File: config.mk
export PLATFORM = sky130hd
export DESIGN_NAME = systolic_feed_ctrl
export DESIGN_NICKNAME = d
export VERILOG_FILES = /design/src/rtl/systolic_feed_ctrl.sv
export SDC_FILE = /design/constraint.sdc
export NUM_CORES = 1
export LEC_CHECK = 0
export CORE_UTILIZATION = 40
export DETAILED_ROUTE_END_ITERATION = 8
export GPL_TIMING_DRIVEN = 0
export MAX_ROUTING_LAYER = met4
export PLACE_DENSITY = 0.66
export SETUP_SLACK_MARGIN = 0.05
export SYNTH_ARGS = -nofsm -noshare
export SYNTH_HDL_FRONTEND = slang
export SYNTH_HIERARCHICAL = 1
export SYNTH_SLANG_ARGS = --single-unit
File: constraint.sdc
create_clock -name clk -period 5.25 [get_ports clk]
set_input_delay 0.525 -clock clk [delete_from_list [all_inputs] [get_ports clk]]
set_output_delay 0.525 -clock clk [all_outputs]
set_load 0.02 [all_outputs]
File: src/rtl/systolic_feed_ctrl.sv
// Fill/drain sequencer for the row delay-buffer FIFOs feeding the systolic array.
// Fills rows in order from a valid/ready load stream, then drains them with a one-row diagonal skew.

module systolic_feed_row #(
    parameter int ROW   = 0,
    parameter int DEPTH = 8,
    parameter int TW    = 4
) (
    input  logic          drain,
    input  logic [TW-1:0] t,
    output logic          act
);
    logic [31:0] t_w;

    assign t_w = 32'(t);
    // Row ROW is live for DEPTH drain cycles starting at t == ROW.
    assign act = drain && (t_w >= 32'(ROW)) && (t_w < 32'(ROW + DEPTH));
endmodule

module systolic_feed_ctrl #(
    parameter int DIM   = 8,
    parameter int DEPTH = 8
) (
    input  logic                   clk,
    input  logic                   rst_n,
    input  logic                   start,
    input  logic                   abort,
    input  logic                   ld_valid,
    output logic                   ld_ready,
    output logic [$clog2(DIM)-1:0] ld_row,
    output logic                   fill_mode,
    output logic [DIM-1:0]         fifo_en,
    output logic [DIM-1:0]         row_valid,
    output logic                   busy,
    output logic                   done
);
    localparam int RW = $clog2(DIM);
    localparam int EW = $clog2(DEPTH);
    localparam int TW = $clog2(DIM + DEPTH - 1);

    typedef enum logic [1:0] {S_IDLE, S_FILL, S_DRAIN, S_DONE} state_t;

    state_t        state_q, state_d;
    logic [RW-1:0] row_q, row_d;
    logic [EW-1:0] elem_q, elem_d;
    logic [TW-1:0] t_q, t_d;
    logic [DIM-1:0] drain_act;
    logic          in_drain;

    assign in_drain = (state_q == S_DRAIN);

    for (genvar r = 0; r < DIM; r++) begin : g_row
        systolic_feed_row #(.ROW(r), .DEPTH(DEPTH), .TW(TW)) u_row (
            .drain (in_drain),
            .t     (t_q),
            .act   (drain_act[r])
        );
    end

    always_ff @(posedge clk or negedge rst_n) begin
        if (!rst_n) begin
            state_q <= S_IDLE;
            row_q   <= '0;
            elem_q  <= '0;
            t_q     <= '0;
        end else begin
            state_q <= state_d;
            row_q   <= row_d;
            elem_q  <= elem_d;
            t_q     <= t_d;
        end
    end

    always_comb begin
        state_d = state_q;
        row_d   = row_q;
        elem_d  = elem_q;
        t_d     = t_q;
        if (abort) begin
            state_d = S_IDLE;
            row_d   = '0;
            elem_d  = '0;
            t_d     = '0;
        end else begin
            case (state_q)
                S_IDLE: if (start) state_d = S_FILL;
                S_FILL: begin
                    // ld_ready is constant 1 in FILL, so every ld_valid is an accept.
                    if (ld_valid) begin
                        if (elem_q == EW'(DEPTH - 1)) begin
                            elem_d = '0;
                            if (row_q == RW'(DIM - 1)) begin
                                row_d   = '0;
                                t_d     = '0;
                                state_d = S_DRAIN;
                            end else begin
                                row_d = row_q + RW'(1);
                            end
                        end else begin
                            elem_d = elem_q + EW'(1);
                        end
                    end
                end
                S_DRAIN: begin
                    if (t_q == TW'(DIM + DEPTH - 2)) begin
                        t_d     = '0;
                        state_d = S_DONE;
                    end else begin
                        t_d = t_q + TW'(1);
                    end
                end
                default: state_d = S_IDLE;
            endcase
        end
    end

    always_comb begin
        ld_ready  = 1'b0;
        ld_row    = '0;
        fill_mode = 1'b0;
        fifo_en   = '0;
        row_valid = '0;
        busy      = 1'b0;
        done      = 1'b0;
        case (state_q)
            S_FILL: begin
                ld_ready  = 1'b1;
                fill_mode = 1'b1;
                ld_row    = row_q;
                busy      = 1'b1;
                for (int r = 0; r < DIM; r++)
                    fifo_en[r] = ld_valid && (row_q == RW'(r));
            end
            S_DRAIN: begin
                busy      = 1'b1;
                fifo_en   = drain_act;
                row_valid = drain_act;
            end
            S_DONE: begin
                busy = 1'b1;
                done = 1'b1;
            end
            default: ;
        endcase
    end
endmodule

==> results of run 1 <==
## where the power goes
group / leakage (uW) / switching, uW / internal [uW]
registers: 0.000166 / 18.0 / 104
logic: 0.000507 / 149 / 102
clock network: 0.0000138 / 31.4 / 26.6
total: 0.000686 / 198 / 232
## cell families (layout without fill, tap and decap cells)
kind of cell | Yosys count | in the layout | share of synthesized area [%]
AND/OR/NAND/NOR | 58 | 58 | 26.03
flip-flops | 12 | 12 | 25.29
multiplexers | 5 | 5 | 4.215
adder cells (fa/ha/maj) | 15 | 15 | 15.81
AO/OA/AOI/OAI | 30 | 30 | 19.71
XOR/XNOR | 2 | 2 | 1.476
buffers and inverters | 20 | 50 | 7.480
## sequential cells by signal (all words and copies together), names as in the netlist
register  count
t_q           4
row_q         3
state_q       2
elem_q        3
## cell usage in the layout (no fill, tap or decap), types with 2 or more instances in the layout
master,netlist,routed
mux2i_1,5,5
inv_1,13,13
a21oi_1,8,8
nor2_1,15,15
clkdlybuf4s50_1,0,27
ha_1,15,15
and3_1,2,2
nand2_1,13,13
nand3_1,7,7
a31oi_1,5,5
clkbuf_4,0,3
and2_2,5,5
and2_1,2,2
dfrtp_1,12,12
nand2b_1,5,5
o31ai_1,2,2
xor2_1,2,2
nand3b_1,2,2
o21ai_0,5,5
o311ai_2,2,2
## worst register-to-register path: stages, from the launching register on
cell      delay [ps]
dfrtp_1          450
inv_1            140
ha_1             450
buf_6            210
inv_2             50
a311oi_4         380
nand2b_1         190
o31ai_1          220
## routing by layer
layer / routed length [um] / global-route usage (%) / vias to the layer above / part of all wire [%]
li1: - / - / 550 / -
met1: 1256 / 24.21 / 503 / 47
met3: 125 / 1.843 / 11 / 4.7
met5: 0 / - / - / 0
met4: 109 / 10.10 / 0 / 4.1
met2: 1182 / 29.58 / 34 / 44
## path summary, 6_finish.rpt
path / endpoint / start
setup / recovery: fifo_en[6] / state_q[1]
min in group asynchronous: state_q[1] / rst_n
max in group asynchronous: elem_q[2] / rst_n
hold / removal: elem_q[1] / elem_q[1]
hold reg to reg: elem_q[1] / elem_q[1]
setup reg to reg: t_q[3] / state_q[0]
## through the flow
stage	cells	utilization (%)
6_report	203	54.61
5_1_grt	203	54.61
4_1_cts	203	54.61
3_5_place_dp	200	53.80
3_3_place_gp	200	53.80
2_1_floorplan	142	-
## layout make-up
cell class | count | area, um^2
fill | 285 | 1262
multi-input combinational | 110 | 798.3
sequential | 12 | 300.3
timing repair buffer | 27 | 270.3
inverter | 16 | 61.31
tap | 31 | 38.79
buffer | 4 | 27.53
clock buffer | 3 | 22.52
==> out/results.txt, run 1 <==
Worst Path Buf+Inv: 3
Pin count of the biggest net entering global routing: 19
# IOs: 28
Final instance area: 1519 um^2
Power Total: 430.1 uW
Post-route setup TNS: 0 ps
WL final: 2674 um
# rows: 19
Vias: 1098
Slowest-stage cell, CP: clkdlybuf4s50_1
Vias in the first global route: 1024
Worst-path maximum fanout: 9
Worst Path Arrival: 2610 ps
CTS tree: built
Fin. Hold Viols: 0
Post-synth EDFFs: 0
Post-CTS resize count: 0
Pleak: 0.0006859 uW
RSZ-0062 raised after global routing: false
Fraction of layout cells with a size suffix above 1: 12.79%
Startpoint types: flip-flop
Crit path cell chain: inv_1 > ha_1 > clkinv_2 > nor2_1 > nand3_1 > a21oi_1 > clkdlybuf4s50_1
Hold WS: 533.3 ps
Clock-pin slew on the worst setup and hold paths: 80 ps
Top cells by area, synth: dfrtp_1 (25%), ha_1 (16%), nor2_1 (4.7%), mux2i_1 (4.2%), inv_1 (4.1%)
Initial antenna violation count: 0
Routed WL per cell: 13.17 um
Drt drc: 0
H-tree depth: 1
Die width: 56.49 um
Max stage delay on crit path: 620 ps
Crit path depth: 7
Gpl congestion: 0.8168
Worst reg2reg path depth: 7
Layout Skew: 4.444 ps
VDD IR-drop max: 291.8 uV
N_diodes: 0
Core Box Area: 2781 um^2
Main synth FF type: dfrtp_1
Nets: 194
Fmax: 319.0 MHz
1st-pass router iterations: 4
Routed vias/inst: 5.409
Critical path type: flip-flop to primary output
Clock Path Buffers: 2
Synthesized cell area: 1187 um^2
Yosys warns: 6
Status: complete, no violations
Post-Syn Nets: 162
Full die area: 3191 um^2
Starting Density: 42.69%
Post-route clock period utilization: 59.72%
Worst-margin pin slew: 584.9 ps
Hold_buf cts: 0
Avg Cell Area, Syn: 8.362 um^2
Pwr/cell area: 283.2 nW/um^2
Hold WC Path Type: flip-flop to flip-flop
Netlist cell types: 40
CP Data Required Time: 4720 ps
Post-Place Cell Area: 1496 um^2
CP Capture Type: primary output
# setup viols final: 0
DRT iter0 DRCs: 26
Yosys top cell by area: dfrtp_1
Synthesis-to-finish area growth: 27.92%
IO Port Bufs: 27
Slew headroom: 60.88%
GR Overflow Total: 0
Post-Synthesis Cells: 142
Yosys reg bits: 12
Place WS: 2434 ps
Die H: 56.49 um
Post-route ant nets: 0
Tot GR Track Use: 18.96%
Register area share after synthesis: 25.29%
CTS sink cnt: 12
Post-CTS setup buffer count: 0
Max cap viols: 0
First-pass GRT wire length: 4616 um
Crit-path leading delay family: buffers and inverters
PnR worst setup slack: 2115 ps
Async set-reset flop share out of synthesis: 100.0%
Yosys top cell area share: 25.29%
Worst R2R Setup Slack: 3080 ps
Min Clock Period, post-route: 3135 ps
TritonCTS buffer count: 3
Skew-Pair Late Insertion Delay: 280 ps
Root Driver: clkbuf_4
Synth cell count leaders: ha_1 (15), nor2_1 (15), inv_1 (13), nand2_1 (13), dfrtp_1 (12)
Hold path depth: 2
DP Wirelength: 2081 um
Final Max Slew Viols: 0
Power figures use the tool's default switching activity.
==> run 2, diff against run 1 <==
clock period = 3.2 ns   (was 5.25 ns; I/O delays follow)
==> run 2 against run 1 <==
  * Sequential power rose by 64%
  * Clock power rose by 64%
  * Flip-flop and latch count stayed put
  * Setup slack worse by 1800 ps
  * Critical path depth is 1 lower
  * Critical path type unchanged
==> out/results.txt, run 2 (same netlist as run 1, synthesis figures left out) <==
Status: complete, no violations (unchanged)
Drt drc: 0 (unchanged)
RSZ-0062 raised after global routing: false (unchanged)
Filler cells: 285 (unchanged)
Reg with most FFs: t_q (unchanged)
TritonCTS buffer count: 3 (unchanged)
Vias: 1099 (was 1098)
VDD IR-drop max: 489.3 uV (was 291.8 uV)
Startpoint types: flip-flop (unchanged)
Routed WL per cell: 13.17 um (unchanged)
Post-CTS setup buffer count: 0 (unchanged)
H-tree depth: 1 (unchanged)
Root Driver: clkbuf_4 (unchanged)
Post-Place Cell Area: 1496 um^2 (unchanged)
DRT iter0 DRCs: 26 (unchanged)
Pin count of the biggest net entering global routing: 19 (unchanged)
Core Box Area: 2781 um^2 (unchanged)
# IOs: 28 (unchanged)
First-pass GRT wire length: 4616 um (unchanged)
Gpl congestion: 0.8168 (unchanged)
Clock-pin slew on the worst setup and hold paths: 80 ps (about the same)
Largest regs: t_q x4, elem_q x3, row_q x3 (unchanged)
CTS tree: built (unchanged)
Worst-margin pin slew: 584.9 ps (unchanged)
Pwr/cell area: 466.0 nW/um^2 (was 283.2 nW/um^2)
Fin. Hold Viols: 0 (unchanged)
Clk network pwr share: 13.4% (was 13.5%)
1st-pass router iterations: 4 (unchanged)
Die H: 56.49 um (unchanged)
Max reg flops: 4 (unchanged)
Clock Path Buffers: 2 (unchanged)
Full die area: 3191 um^2 (unchanged)
Fmax: 350.0 MHz
Switching Fraction: 45.91% (was 46.02%)
DP Wirelength: 2081 um (unchanged)
Final Max Slew Viols: 0 (unchanged)
# rows: 19 (unchanged)
Hold WC Path Type: input pin to asynchronous set/reset pin (was flip-flop to flip-flop)
Sequential power share: 28.2% (was 28.3%)
Die width: 56.49 um (unchanged)
Synthesis-to-finish area growth: 28.13% (was 27.92%)
Commonest non-fill, non-tap cell in the layout: clkdlybuf4s50_1 (unchanged)
IO Port Bufs: 27 (unchanged)
# setup viols final: 0 (unchanged)
CTS sink cnt: 12 (unchanged)
N_diodes: 0 (unchanged)
Fraction of layout cells with a size suffix above 1: 13.37% (was 12.79%)
Initial antenna violation count: 0 (unchanged)
Post-route setup TNS: 0 ps (unchanged)
Routed vias/inst: 5.414 (was 5.409)
P_sw: 325.5 uW (was 198.0 uW)
Max cap viols: 0 (unchanged)
Layout Skew: 4.444 ps (unchanged)
Vias in the first global route: 1024 (unchanged)
WL final: 2674 um (unchanged)
Worst Path Arrival: 2540 ps (was 2610 ps)
Nets: 194 (unchanged)
Slew headroom: 60.88% (unchanged)
Post-route clock period utilization: 89.30%
Worst-path maximum fanout: 18 (was 9)
Post-route ant nets: 0 (unchanged)
CP Capture Type: primary output (unchanged)
Final instance area: 1521 um^2 (was 1519 um^2)
CP Data Required Time: 2880 ps (was 4720 ps)
Most frequent cells in the layout: clkdlybuf4s50_1 (27), nor2_1 (15), ha_1 (14) (was clkdlybuf4s50_1 (27), nor2_1 (15), ha_1 (15))
Starting Density: 42.69% (unchanged)
Tot GR Track Use: 18.96% (unchanged)
GR Overflow Total: 0 (unchanged)
Logic gate share of total power: 58.4% (was 58.3%)
Min Clock Period, post-route: 2858 ps
Pleak: 0.0006847 uW (was 0.0006859 uW)
Internal: 383.5 uW (was 232.2 uW)
Skew-Pair Late Insertion Delay: 280 ps (about the same)
Critical path type: flip-flop to primary output (unchanged)
==> run 2: metal layers <==
metal	wire length, um	vias up	global-route usage, %
met5	0	-	-
met4	109	0	10.10
met3	125	11	1.843
met2	1183	34	29.58
met1	1255	504	24.21
li1	-	550	-
==> run 2: critical path, cell delays in order (launching register included) <==
cell and delay, ps:
dfrtp_1 590, or4_1 580, and3_1 170, and2_2 200, a31oi_1 130, nor2_1 50, clkdlybuf4s50_1 530
==> run 2: area by class of cell <==
type | instances | area (um^2) | share of cell area, %
Buffer | 4 | 27.53 | 1.809
Inverter | 16 | 61.31 | 4.030
Clock buffer | 3 | 22.52 | 1.480
Multi-Input combinational cell | 110 | 800.8 | 52.63
Timing Repair Buffer | 27 | 270.3 | 17.76
Tap cell | 31 | 38.79 | 2.549
Sequential cell | 12 | 300.3 | 19.74
==> run 2: final timing paths <==
kind / end / start / slack, ps / cells after the start
min in group clk: elem_q[1] / elem_q[1] / 530 / 2
min: state_q[1] / rst_n / 410 / 1
max in group asynchronous: elem_q[2] / rst_n / 2410 / 1
max reg2reg: t_q[3] / state_q[0] / 1030 / 7
min reg2reg: elem_q[1] / elem_q[1] / 530 / 2
max: fifo_en[1] / t_q[3] / 340 / 6
==> run 2: power by group through the flow <==
stage | sequential, uW | clock, uW | combinational [uW]
after floorplan | 194 | 0 | 290
after global placement | 200 | 0 | 396
after detailed placement | 203 | 0 | 412
after CTS | 200 | 95.7 | 416
after global routing | 205 | 106 | 453
final | 200 | 95.1 | 414
==> run 2: metrics by stage <==
stage | instances | hold slack (ps) | total power (uW) | worst slack (ps) | util [%]
6_report | 203 | 413.0 | 709.0 | 342.5 | 54.70
5_1_grt | 203 | 439.4 | 763.8 | 131.5 | 54.70
4_1_cts | 203 | 429.1 | 711.4 | 267.8 | 54.61
3_5_place_dp | 200 | 524.6 | 614.7 | 589.5 | 53.80
3_3_place_gp | 200 | 506.5 | 596.1 | 634.4 | 53.80
2_1_floorplan | 142 | 24.41 | 483.6 | 854.9 | -
==> run 2: repair_timing <==
item                       CTS  global route
setup endpoints to repair    0             2
resized for setup            0             1
hold endpoints to repair     0             0
hold buffers                 0             0
